==> src/rtl/div_arb_pkg.sv <==
// div_arb_pkg: shared types and constants for the divider arbiter.
// Holds the arbiter FSM state enum, default data width and core latency.
package div_arb_pkg;

    localparam int DIV_DATA_W   = 32;
    localparam int DIV_CORE_LAT = 32;

    typedef enum logic [1:0] {
        IDLE,
        ISSUE,
        WAIT,
        RESP
    } state_t;

endpackage

==> src/rtl/div_core.sv <==
// div_core: unsigned restoring divider, one quotient bit per cycle.
// Ports: clk, rst (async, active-low), start, dividend, divisor in;
//        done pulse DIV_CORE_LAT cycles after start, quotient, remainder out.
module div_core
    import div_arb_pkg::*;
#(
    parameter int DATA_W = DIV_DATA_W
) (
    input  logic              clk,
    input  logic              rst,
    input  logic              start,
    input  logic [DATA_W-1:0] dividend,
    input  logic [DATA_W-1:0] divisor,
    output logic              done,
    output logic [DATA_W-1:0] quotient,
    output logic [DATA_W-1:0] remainder
);

    localparam int CW = $clog2(DIV_CORE_LAT + 1);

    logic              active;
    logic [CW-1:0]     cnt;
    logic [DATA_W-1:0] dvs_q;
    logic [DATA_W-1:0] quo_q;
    logic [DATA_W-1:0] rem_q;

    logic [DATA_W-1:0] s_rem;
    logic [DATA_W-1:0] s_quo;
    logic [DATA_W-1:0] s_dvs;
    logic [DATA_W:0]   trial;
    logic [DATA_W:0]   diff;
    logic              take;
    logic [DATA_W-1:0] n_rem;
    logic [DATA_W-1:0] n_quo;

    // The start cycle already performs the first iteration straight from
    // the operands, so the last bit lands one cycle before done.
    always_comb begin
        s_rem = start ? '0       : rem_q;
        s_quo = start ? dividend : quo_q;
        s_dvs = start ? divisor  : dvs_q;
        trial = {s_rem, s_quo[DATA_W-1]};
        diff  = trial - {1'b0, s_dvs};
        take  = (trial >= {1'b0, s_dvs});
        n_rem = take ? diff[DATA_W-1:0] : trial[DATA_W-1:0];
        n_quo = {s_quo[DATA_W-2:0], take};
    end

    assign done      = active && (cnt == CW'(DIV_CORE_LAT));
    assign quotient  = quo_q;
    assign remainder = rem_q;

    always_ff @(posedge clk or negedge rst) begin
        if (!rst) begin
            active <= 1'b0;
            cnt    <= '0;
            dvs_q  <= '0;
            quo_q  <= '0;
            rem_q  <= '0;
        end else if (start) begin
            active <= 1'b1;
            cnt    <= CW'(1);
            dvs_q  <= divisor;
            quo_q  <= n_quo;
            rem_q  <= n_rem;
        end else if (active) begin
            if (done) begin
                active <= 1'b0;
            end else begin
                cnt <= cnt + 1'b1;
                // Narrow widths finish early and just idle to the fixed latency.
                if (int'(cnt) < DATA_W) begin
                    quo_q <= n_quo;
                    rem_q <= n_rem;
                end
            end
        end
    end

endmodule

==> src/rtl/div_arbiter.sv <==
// div_arbiter: round-robin arbiter sharing one div_core among NREQ requesters.
// Ports: clk, rst (async, active-low); req_valid/req_ready and packed
//        req_dividend/req_divisor per requester; one-hot rsp_valid,
//        rsp_ready, shared rsp_quotient/rsp_remainder; busy.
// Option: define DIV_ZERO_BYPASS_EN to answer divisor-0 requests in one
//         cycle without running the core.
module div_arbiter
    import div_arb_pkg::*;
#(
    parameter int NREQ   = 4,
    parameter int DATA_W = DIV_DATA_W
) (
    input  logic                   clk,
    input  logic                   rst,
    input  logic [NREQ-1:0]        req_valid,
    output logic [NREQ-1:0]        req_ready,
    input  logic [NREQ*DATA_W-1:0] req_dividend,
    input  logic [NREQ*DATA_W-1:0] req_divisor,
    output logic [NREQ-1:0]        rsp_valid,
    input  logic [NREQ-1:0]        rsp_ready,
    output logic [DATA_W-1:0]      rsp_quotient,
    output logic [DATA_W-1:0]      rsp_remainder,
    output logic                   busy
);

    localparam int IW = (NREQ > 1) ? $clog2(NREQ) : 1;

    state_t            state;
    state_t            state_nx;
    logic [IW-1:0]     rr_ptr;
    logic [IW-1:0]     owner;
    logic [IW-1:0]     gnt_idx;
    logic              gnt_any;
    logic [IW:0]       sum;
    logic [DATA_W-1:0] opa;
    logic [DATA_W-1:0] opb;
    logic [DATA_W-1:0] q_r;
    logic [DATA_W-1:0] r_r;
    logic [DATA_W-1:0] sel_a;
    logic [DATA_W-1:0] sel_b;
    logic              xfer;
    logic              zero_byp;
    logic              core_start;
    logic              core_done;
    logic [DATA_W-1:0] core_q;
    logic [DATA_W-1:0] core_r;

    // Walk down from the farthest slot so the one nearest rr_ptr wins.
    always_comb begin
        gnt_any = 1'b0;
        gnt_idx = '0;
        sum     = '0;
        for (int k = NREQ - 1; k >= 0; k--) begin
            sum = {1'b0, rr_ptr} + (IW + 1)'(k);
            if (sum >= (IW + 1)'(NREQ)) begin
                sum = sum - (IW + 1)'(NREQ);
            end
            if (req_valid[sum[IW-1:0]]) begin
                gnt_any = 1'b1;
                gnt_idx = sum[IW-1:0];
            end
        end
    end

    assign sel_a = req_dividend[int'(gnt_idx)*DATA_W +: DATA_W];
    assign sel_b = req_divisor[int'(gnt_idx)*DATA_W +: DATA_W];
    assign xfer  = (state == IDLE) && gnt_any;

`ifdef DIV_ZERO_BYPASS_EN
    assign zero_byp = (sel_b == '0);
`else
    assign zero_byp = 1'b0;
`endif

    assign req_ready = (rst && xfer) ? (NREQ'(1) << gnt_idx) : '0;
    assign rsp_valid = (state == RESP) ? (NREQ'(1) << owner) : '0;
    assign busy      = (state != IDLE);
    assign core_start    = (state == ISSUE);
    assign rsp_quotient  = q_r;
    assign rsp_remainder = r_r;

    always_ff @(posedge clk or negedge rst) begin
        if (!rst) begin
            state <= IDLE;
        end else begin
            state <= state_nx;
        end
    end

    always_comb begin
        state_nx = state;
        unique case (state)
            IDLE: begin
                if (xfer) begin
                    state_nx = zero_byp ? RESP : ISSUE;
                end
            end
            ISSUE: state_nx = WAIT;
            WAIT: begin
                if (core_done) begin
                    state_nx = RESP;
                end
            end
            RESP: begin
                if (rsp_ready[owner]) begin
                    state_nx = IDLE;
                end
            end
            default: state_nx = IDLE;
        endcase
    end

    always_ff @(posedge clk or negedge rst) begin
        if (!rst) begin
            rr_ptr <= '0;
            owner  <= '0;
            opa    <= '0;
            opb    <= '0;
            q_r    <= '0;
            r_r    <= '0;
        end else begin
            if (xfer) begin
                owner  <= gnt_idx;
                rr_ptr <= (gnt_idx == IW'(NREQ - 1)) ? '0 : gnt_idx + 1'b1;
                opa    <= sel_a;
                opb    <= sel_b;
                if (zero_byp) begin
                    q_r <= '1;
                    r_r <= sel_a;
                end
            end
            if ((state == WAIT) && core_done) begin
                q_r <= core_q;
                r_r <= core_r;
            end
        end
    end

    div_core #(
        .DATA_W(DATA_W)
    ) u_core (
        .clk      (clk),
        .rst      (rst),
        .start    (core_start),
        .dividend (opa),
        .divisor  (opb),
        .done     (core_done),
        .quotient (core_q),
        .remainder(core_r)
    );

endmodule

==> config.mk <==
export PLATFORM = sky130hd
export DESIGN_NAME = div_arbiter
export DESIGN_NICKNAME = d
export VERILOG_FILES = /design/src/rtl/div_arb_pkg.sv /design/src/rtl/div_core.sv /design/src/rtl/div_arbiter.sv
export SDC_FILE = /design/constraint.sdc
export NUM_CORES = 1
export LEC_CHECK = 0
export CAP_MARGIN = 10
export CORE_MARGIN = 1
export CORE_UTILIZATION = 45
export CTS_CLUSTER_SIZE = 12
export DETAILED_ROUTE_END_ITERATION = 8
export GPL_TIMING_DRIVEN = 0
export PLACE_DENSITY = 0.74
export SYNTH_ARGS = -nofsm -noshare
export SYNTH_HDL_FRONTEND = slang
export SYNTH_HIERARCHICAL = 1
export SYNTH_SLANG_ARGS = --single-unit
==> constraint.sdc <==
create_clock -name clk -period 5.3 [get_ports clk]
set_clock_uncertainty 0.15 [all_clocks]
set_input_delay 1.325 -clock clk [delete_from_list [all_inputs] [get_ports clk]]
set_output_delay 1.325 -clock clk [all_outputs]
set_load 0.05 [all_outputs]
* Word level (Yosys, flattened, before mapping)
Index checks and enable logic that the tools add are counted.
Storage, ports and cells: register bits 237, bits of input ports 266, output and inout port bits 73, logic and storage cells 104
Operators by class: add/sub/neg operators 10, order comparisons 11, eq/ne operators 9, shifts and indexed selects 4, mux-type cells 47, reductions and logical operators 11
Operators with widths (number):
- 32-bit two-way mux | 12
- 128-bit by 8-bit indexed part select with 32-bit output | 2
- 33-bit by 32-bit >= comparator with 1-bit output | 1
- 32-bit subtractor | 1
- 2-bit two-way mux | 12
- 6-bit two-way mux | 3
- 2-bit by 3-bit less-than comparator with 1-bit output (second input constant) | 5
- 1-bit two-way mux | 12
- 1-bit binary-select mux with 2-bit select | 5
- 3-bit >= comparator (second input constant) | 3
- 4-bit two-way mux | 2
- 2-bit case mux with 4 select lines | 1
- 1-bit by 2-bit left shift with 4-bit output (first input constant) | 2
- 2-bit by 1-bit subtractor with 2-bit output (second input constant) | 4
- 2-bit by 2-bit adder with 3-bit output (second input constant) | 2
- 6-bit by 1-bit adder with 6-bit output (second input constant) | 1
- 2-bit == test (second input constant) | 3
- 6-bit == test (second input constant) | 1
- 6-bit less-than comparator (second input constant) | 1
- 3-bit AND reduction | 2
- 2-bit nonzero test | 3
- 1-bit logical AND | 4
- 2-bit by 1-bit inequality test with 1-bit output (second input constant) | 2
- 2-bit inequality test (second input constant) | 2
- other kinds (6) | 6

* Depth between registers and ports, before layout
depth in word-level cells 12, mapped depth 17, mapped depth without buffers 14

* By module
The synthesis kept the hierarchy.
By module, submodules not included:
- div_arbiter | times used 1, cells an instance 680, area each 6906.6 um^2, sequential area each 3353.2 um^2
- div_core | times used 1, cells an instance 708, area each 6527.5 um^2, sequential area each 2577.5 um^2

* Least setup slack after synthesis
OpenSTA, ideal clock, no wires.
path kind in2out, start input port req_valid[2], end output port req_ready[0], arrival time 3152 ps, data required time 3825 ps, slack 673 ps, cell stages on the path 6, path buffers 2, path through nor4_1 nor2_1 buf_2 buf_1 nand2_1 nor3_1
On the way: word-level cells in the longest chain between the ends 9, elaborated cells on any way between the ends 20, classes of those cells shift (1); mux (17); reduce/logical (2)
Ends and longest elaborated chain:
- start: declaration | RTL line div_arbiter.sv:15 | input logic [NREQ-1:0] req_valid,
- 1-bit binary-select mux with 2-bit select | RTL line div_arbiter.sv:58 | if (req_valid[sum[IW-1:0]]) begin
- 1-bit two-way mux (implied by the code) | RTL line div_arbiter.sv:58
- 1-bit two-way mux (4 in series) | RTL line div_arbiter.sv:58
- 1-bit logical AND | RTL line div_arbiter.sv:67 | assign xfer = (state == IDLE) && gnt_any;
- 1-bit logical AND | RTL line div_arbiter.sv:75 | assign req_ready = (rst && xfer) ? (NREQ'(1) << gnt_idx) : '0;
- 4-bit two-way mux * | RTL line div_arbiter.sv:75
- end: declaration | RTL line div_arbiter.sv:16 | output logic [NREQ-1:0] req_ready,
Mark *: on every way between the ends. The rest lies on a longest branch, timed or not. The select of a mux whose other input is x is not followed.

* Worst setup path after layout
start input port req_valid[2], end output port req_ready[3]
Same word-level chain as after synthesis.

==> impl_results.html <==
<table>
<tr><th>Metric</th><th>Value</th></tr>
<tr><th colspan="2">Layout</th></tr>
<tr><td>Layout fillers</td><td>about 2500</td></tr>
<tr><td>Post-route cell area</td><td>roughly 18000 sq um</td></tr>
<tr><td>Number of nets in the layout</td><td>~2100</td></tr>
<tr><td>Number of diodes</td><td>0</td></tr>
<tr><td>Area taken by flip-flops and latches</td><td>5930 sq um</td></tr>
<tr><td>Multi-input combinational cell area</td><td>about 6900 sq um</td></tr>
<tr><td>Synthesis-to-layout area growth</td><td>35.6%</td></tr>
<tr><td>Proportion of layout cells with a drive suffix above 1</td><td>under 10%</td></tr>
<tr><th colspan="2">Power and ir drop</th></tr>
<tr><td>Clk pwr share</td><td>between 10% and 20%</td></tr>
<tr><td>Power dissipated by switching net loads</td><td>0.00450 W</td></tr>
<tr><td>Internal power consumption</td><td>a little under 0.006 W</td></tr>
<tr><td>Pwr per Cell Area</td><td>around 570 nW/um^2</td></tr>
<tr><td>Share of total power consumed by net switching</td><td>approximately 43%</td></tr>
<tr><td>Worst IR Drop VDD</td><td>approximately 0.00036 V</td></tr>
<tr><td>Sequential share of power</td><td>28.5%</td></tr>
<tr><td>Leak Pwr</td><td>about 8 nW</td></tr>
<tr><td>Fraction of power consumed by combinational cells</td><td>a little over half</td></tr>
<tr><th colspan="2">Clock network</th></tr>
<tr><td>Clock Sinks</td><td>237</td></tr>
<tr><td>Number of buffers between clock root and the deepest sink</td><td>3</td></tr>
<tr><td>Total CTS buffers</td><td>27</td></tr>
<tr><td>H-tree Lvls</td><td>1</td></tr>
<tr><td>Post-CTS setup-driven buffer insertion count</td><td>0</td></tr>
<tr><td>CTS clock-pin slew for the worst setup and hold paths</td><td>around 0.06 ns</td></tr>
<tr><td>Cell at the root of the clock tree</td><td>clkbuf_16</td></tr>
<tr><td>TritonCTS clock tree</td><td>built</td></tr>
<tr><td>Clock latency on the worst-skew pair</td><td>around 0.55 ns</td></tr>
<tr><th colspan="2">STA</th></tr>
<tr><td>Slew @ Worst Pin</td><td>just under 0.9 ns</td></tr>
<tr><td>Final Cycle Share</td><td>between 90% and 100%</td></tr>
<tr><td>Worst-case headroom to the max-slew limit</td><td>42.0%</td></tr>
<tr><td>Min setup slack post-route</td><td>slightly below 0.2 ns</td></tr>
<tr><td>Fmax achieved</td><td>slightly below 200 MHz</td></tr>
<tr><td>Unrepaired setup endpoints after global routing</td><td>no</td></tr>
<tr><td>Final critical-path required period</td><td>approximately 5.1 ns</td></tr>
<tr><td>Final Hold Violating Endpoints</td><td>0</td></tr>
<tr><td>Finish-stage setup viols</td><td>0</td></tr>
<tr><td>Number of max-slew violations in the final report</td><td>0</td></tr>
<tr><th colspan="2">Setup path</th></tr>
<tr><td>Most Frequent Cell on Critical Path</td><td>buf_2</td></tr>
<tr><td>Cell count of the worst reg-to-reg path</td><td>15</td></tr>
<tr><td>Cell Chain, Critical Path</td><td>clkdlybuf4s50_1 -&gt; nor4_1 -&gt; nor2_1 -&gt; buf_2 -&gt; buf_2 -&gt; nand2_1 -&gt; nor3_1 -&gt; clkdlybuf4s15_2</td></tr>
<tr><td>Launch point of the worst path</td><td>req_valid[2]</td></tr>
<tr><td>Crit path kind</td><td>input port to output pin</td></tr>
<tr><td>Worst EP arrival</td><td>roughly 3.6 ns</td></tr>
<tr><td>R2R Path End</td><td>u_core/remainder[24]$_DFFE_PN0P_</td></tr>
<tr><td>Number of cells on the critical path</td><td>8</td></tr>
<tr><td>Buffer and inverter count on the worst path</td><td>4</td></tr>
<tr><td>Startpoint kind of the worst setup timing path</td><td>input port</td></tr>
<tr><td>CP endpoint kind</td><td>output pin</td></tr>
<tr><td>Reg-to-reg slack, setup</td><td>around 0.20 ns</td></tr>
<tr><td>Max stage delay on crit path</td><td>~0.55 ns</td></tr>
<tr><td>CP Capture Point</td><td>req_ready[3]</td></tr>
<tr><td>Cell family with most CP delay</td><td>buffers and inverters</td></tr>
<tr><td>Largest fanout on the critical path</td><td>10</td></tr>
<tr><td>Required time reported for the critical path endpoint</td><td>3.83 ns</td></tr>
<tr><td>Crit Reg-Reg Startpoint</td><td>state[1]$_DFFE_PN0P_</td></tr>
<tr><td>Slowest cell on crit path</td><td>clkdlybuf4s50_1</td></tr>
<tr><th colspan="2">Place</th></tr>
<tr><td>Weighted congestion reported at the end of routability-driven placement</td><td>0.903</td></tr>
<tr><td>Final HPWL from detailed placement</td><td>33000 um</td></tr>
<tr><td>DP Worst Slack</td><td>-0.435 ns</td></tr>
<tr><td>DP Area</td><td>17400 sq um</td></tr>
<tr><td>Buffers on Ports</td><td>between 300 and 400</td></tr>
<tr><th colspan="2">GRT</th></tr>
<tr><td>Global routing usage summed across all routing layers</td><td>about 28%</td></tr>
<tr><td>Met1 global-route usage</td><td>between 30% and 40%</td></tr>
<tr><td>Met2 global-route usage</td><td>between 40% and 50%</td></tr>
<tr><td>Maximum number of pins on one net before global-route repair</td><td>a little over 90</td></tr>
<tr><td>Wire length of the first global-routing pass</td><td>around 68000 um</td></tr>
<tr><td>GR peak layer</td><td>met2</td></tr>
<tr><td>Number of antenna violations at the first check in global routing</td><td>0</td></tr>
<tr><td>Number of global-route vias before repair</td><td>roughly 12000</td></tr>
<tr><td>Gr ovfl total</td><td>0</td></tr>
<tr><td>Met3 track demand over resource in global routing</td><td>5.37%</td></tr>
<tr><th colspan="2">Die</th></tr>
<tr><td>Io pins</td><td>approximately 340</td></tr>
<tr><td>Initial cell density of the core</td><td>between 40% and 50%</td></tr>
<tr><td>Chip Height</td><td>175 um</td></tr>
<tr><td>Cell Rows</td><td>62</td></tr>
<tr><td>Full die area</td><td>30500 sq um</td></tr>
<tr><td>X dimension of the die</td><td>~170 um</td></tr>
<tr><td>Core Area</td><td>just under 30000 sq um</td></tr>
<tr><th colspan="2">Yosys</th></tr>
<tr><td>Sequential element share of the synthesized area</td><td>between 40% and 50%</td></tr>
<tr><td>Most frequent cells after synthesis</td><td>237 x dfrtp_1, 208 x nand2_1, 132 x mux2i_1</td></tr>
<tr><td>Post-Syn Area per Cell</td><td>between 9 and 10 sq um</td></tr>
<tr><td>Top_reg_cell synth</td><td>dfrtp_1</td></tr>
<tr><td>Gate count after technology mapping</td><td>around 1400</td></tr>
<tr><td>Share of the synthesized area in the top cell type</td><td>around 44%</td></tr>
<tr><td>Cell type contributing the most total cell area after synthesis</td><td>dfrtp_1</td></tr>
<tr><td>Number of unique standard cell types used by synthesis</td><td>74</td></tr>
<tr><td>Number of synthesized flops with an enable pin</td><td>0</td></tr>
<tr><td>Number of flip-flops and latches in the synthesized netlist</td><td>~240</td></tr>
<tr><td>Ranking of synthesized cells by area</td><td>dfrtp_1 44%, mux2i_1 9.8%, nand2_1 5.8%</td></tr>
<tr><td>Most frequently used cell type in the post-synthesis netlist</td><td>dfrtp_1</td></tr>
<tr><td>Synth warnings</td><td>6</td></tr>
<tr><td>Async S/R FF share, synth</td><td>100%</td></tr>
<tr><td>Syn_nets</td><td>about 1700</td></tr>
<tr><td>Netlist area before placement</td><td>13400 sq um</td></tr>
<tr><th colspan="2">Outcome</th></tr>
<tr><td>Status</td><td>complete, no violations</td></tr>
<tr><th colspan="2">Route</th></tr>
<tr><td>Final antenna-violating net count</td><td>0</td></tr>
<tr><td>Routed wire per std cell</td><td>approximately 20 um</td></tr>
<tr><td>Number of vias per cell</td><td>5.59</td></tr>
<tr><td>Final routed wirelength across all metal layers</td><td>43600 um</td></tr>
<tr><td>Number of search-and-repair iterations in the first detailed-routing pass</td><td>5</td></tr>
<tr><td>Iteration-0 DRC count of the detailed router</td><td>896</td></tr>
<tr><td>Count of unresolved DRC violations after routing</td><td>0</td></tr>
<tr><td>Number of vias in the routed layout</td><td>roughly 12000</td></tr>
<tr><th colspan="2">Job</th></tr>
<tr><td># Max-Cap Violations</td><td>0</td></tr>
<tr><th colspan="2">Min path</th></tr>
<tr><td>Worst hold-check path type</td><td>flop to flop</td></tr>
</table>
worst min-delay path by stage:
stage | from | endpoint | cells past startpoint
after floorplan | u_core/dvs_q[10]$_DFF_PN0_ | u_core/dvs_q[10]$_DFF_PN0_ | 2
after global placement | opa[21]$_DFFE_PN0P_ | u_core/quotient[22]$_DFFE_PN0P_ | 2
after detailed placement | opa[23]$_DFFE_PN0P_ | u_core/quotient[24]$_DFFE_PN0P_ | 2
after CTS | opa[23]$_DFFE_PN0P_ | u_core/quotient[24]$_DFFE_PN0P_ | 2
after global routing | rsp_quotient[31]$_DFFE_PN0P_ | rsp_quotient[31]$_DFFE_PN0P_ | 1
final | opa[22]$_DFFE_PN0P_ | u_core/quotient[23]$_DFFE_PN0P_ | 2
worst reg2reg max path: cells and delay by family, from the launching register on:
| family | cells | cell delay (ns) |
|---|---|---|
| adder cells (fa/ha/maj) | 3 | 1.03 |
| multiplexers | 1 | 0.43 |
| AND/OR/NAND/NOR | 2 | 0.38 |
| AO/OA/AOI/OAI | 6 | 1.34 |
| flip-flops | 1 | 0.40 |
| buffers and inverters | 3 | 1.18 |
metrics by stage:
step	TNS, ns	power (W)	hold slack, ns	instances	utilization, %
after floorplan	0	0.00676	0.303	1388	-
after detailed placement	-1.52	0.00845	0.325	2112	59.8
after global placement	-1773.28	0.00832	0.321	2110	59.6
after CTS	0	0.0103	0.340	2157	62.8
final	0	0.0104	0.343	2157	62.8
after global routing	0	0.0111	0.368	2157	62.8
routing by layer:
metal	part of all wire, %	wire length, um
met5	0	0
met4	2.8	1200
met3	6.4	2780
met2	47	20600
met1	44	19000
state kept, by name, summed over array words and instances, names as in the netlist:
name / flops
u_core/active: 1
u_core/remainder: 32
u_core/quotient: 32
rsp_quotient: 32
owner: 2
u_core/cnt: 6
u_core/dvs_q: 32
opb: 32
rr_ptr: 2
state: 2
rsp_remainder: 32
opa: 32
placed cells by master, fill, tap and decap left out, types with 5 or more instances in the layout:
cell type	synthesis	final
a211oi_1	6	6
a21boi_1	65	65
a21o_1	10	10
a21oi_1	39	39
a22oi_1	16	16
a31oi_1	70	70
and2_1	5	5
and3_1	5	5
buf_2	24	26
buf_4	8	8
buf_6	7	7
clkbuf_1	38	42
clkbuf_16	0	27
clkbuf_2	1	5
clkbuf_8	0	7
clkdlybuf4s50_1	0	333
dfrtp_1	237	237
ha_1	39	39
inv_1	52	52
mux2_2	66	66
mux2i_1	132	132
nand2_1	208	208
nand2b_1	5	5
nand4_1	11	11
nor2_1	105	105
nor2b_1	39	39
nor3_1	12	12
o21a_1	8	8
o21ai_0	57	57
o21ai_1	8	8
o21bai_1	6	6
o22ai_1	10	10
or2_2	5	5
xnor2_1	21	21
xor2_1	5	5
area by class of cell:
cell class / count / share of cell area (%)
timing repair buffer: 340 / 18.9
clock inverter: 5 / 0.330
clock buffer: 40 / 4.36
multi-input combinational: 1016 / 37.8
sequential: 237 / 32.6
inverter: 53 / 1.09
buffer: 82 / 2.35
tap: 384 / 2.64
cells by family (layout without fill, tap and decap cells):
logic type	count (synthesis)	count (layout)	share of synthesized area, %
multiplexers	199	199	15.5
AO/OA/AOI/OAI	333	333	16.5
flip-flops	237	237	44.1
buffers and inverters	135	520	4.62
adder cells (fa/ha/maj)	40	40	3.78
AND/OR/NAND/NOR	418	418	13.8
XOR/XNOR	26	26	1.70
what timing repair did:
action / 4_1_cts / 5_1_grt
hold buffers: 0 / 0
gates resized for setup: 17 / 7
setup endpoints to repair: 7 / 28
power groups by stage:
stage	clock, W	combinational, W	sequential, W
final	0.00181	0.00560	0.00295
after global routing	0.00191	0.00613	0.00302
after CTS	0.00185	0.00552	0.00295
after detailed placement	0	0.00548	0.00298
after global placement	0	0.00535	0.00297
after floorplan	0	0.00398	0.00278
Note: power is estimated with default switching activity, not from simulation.
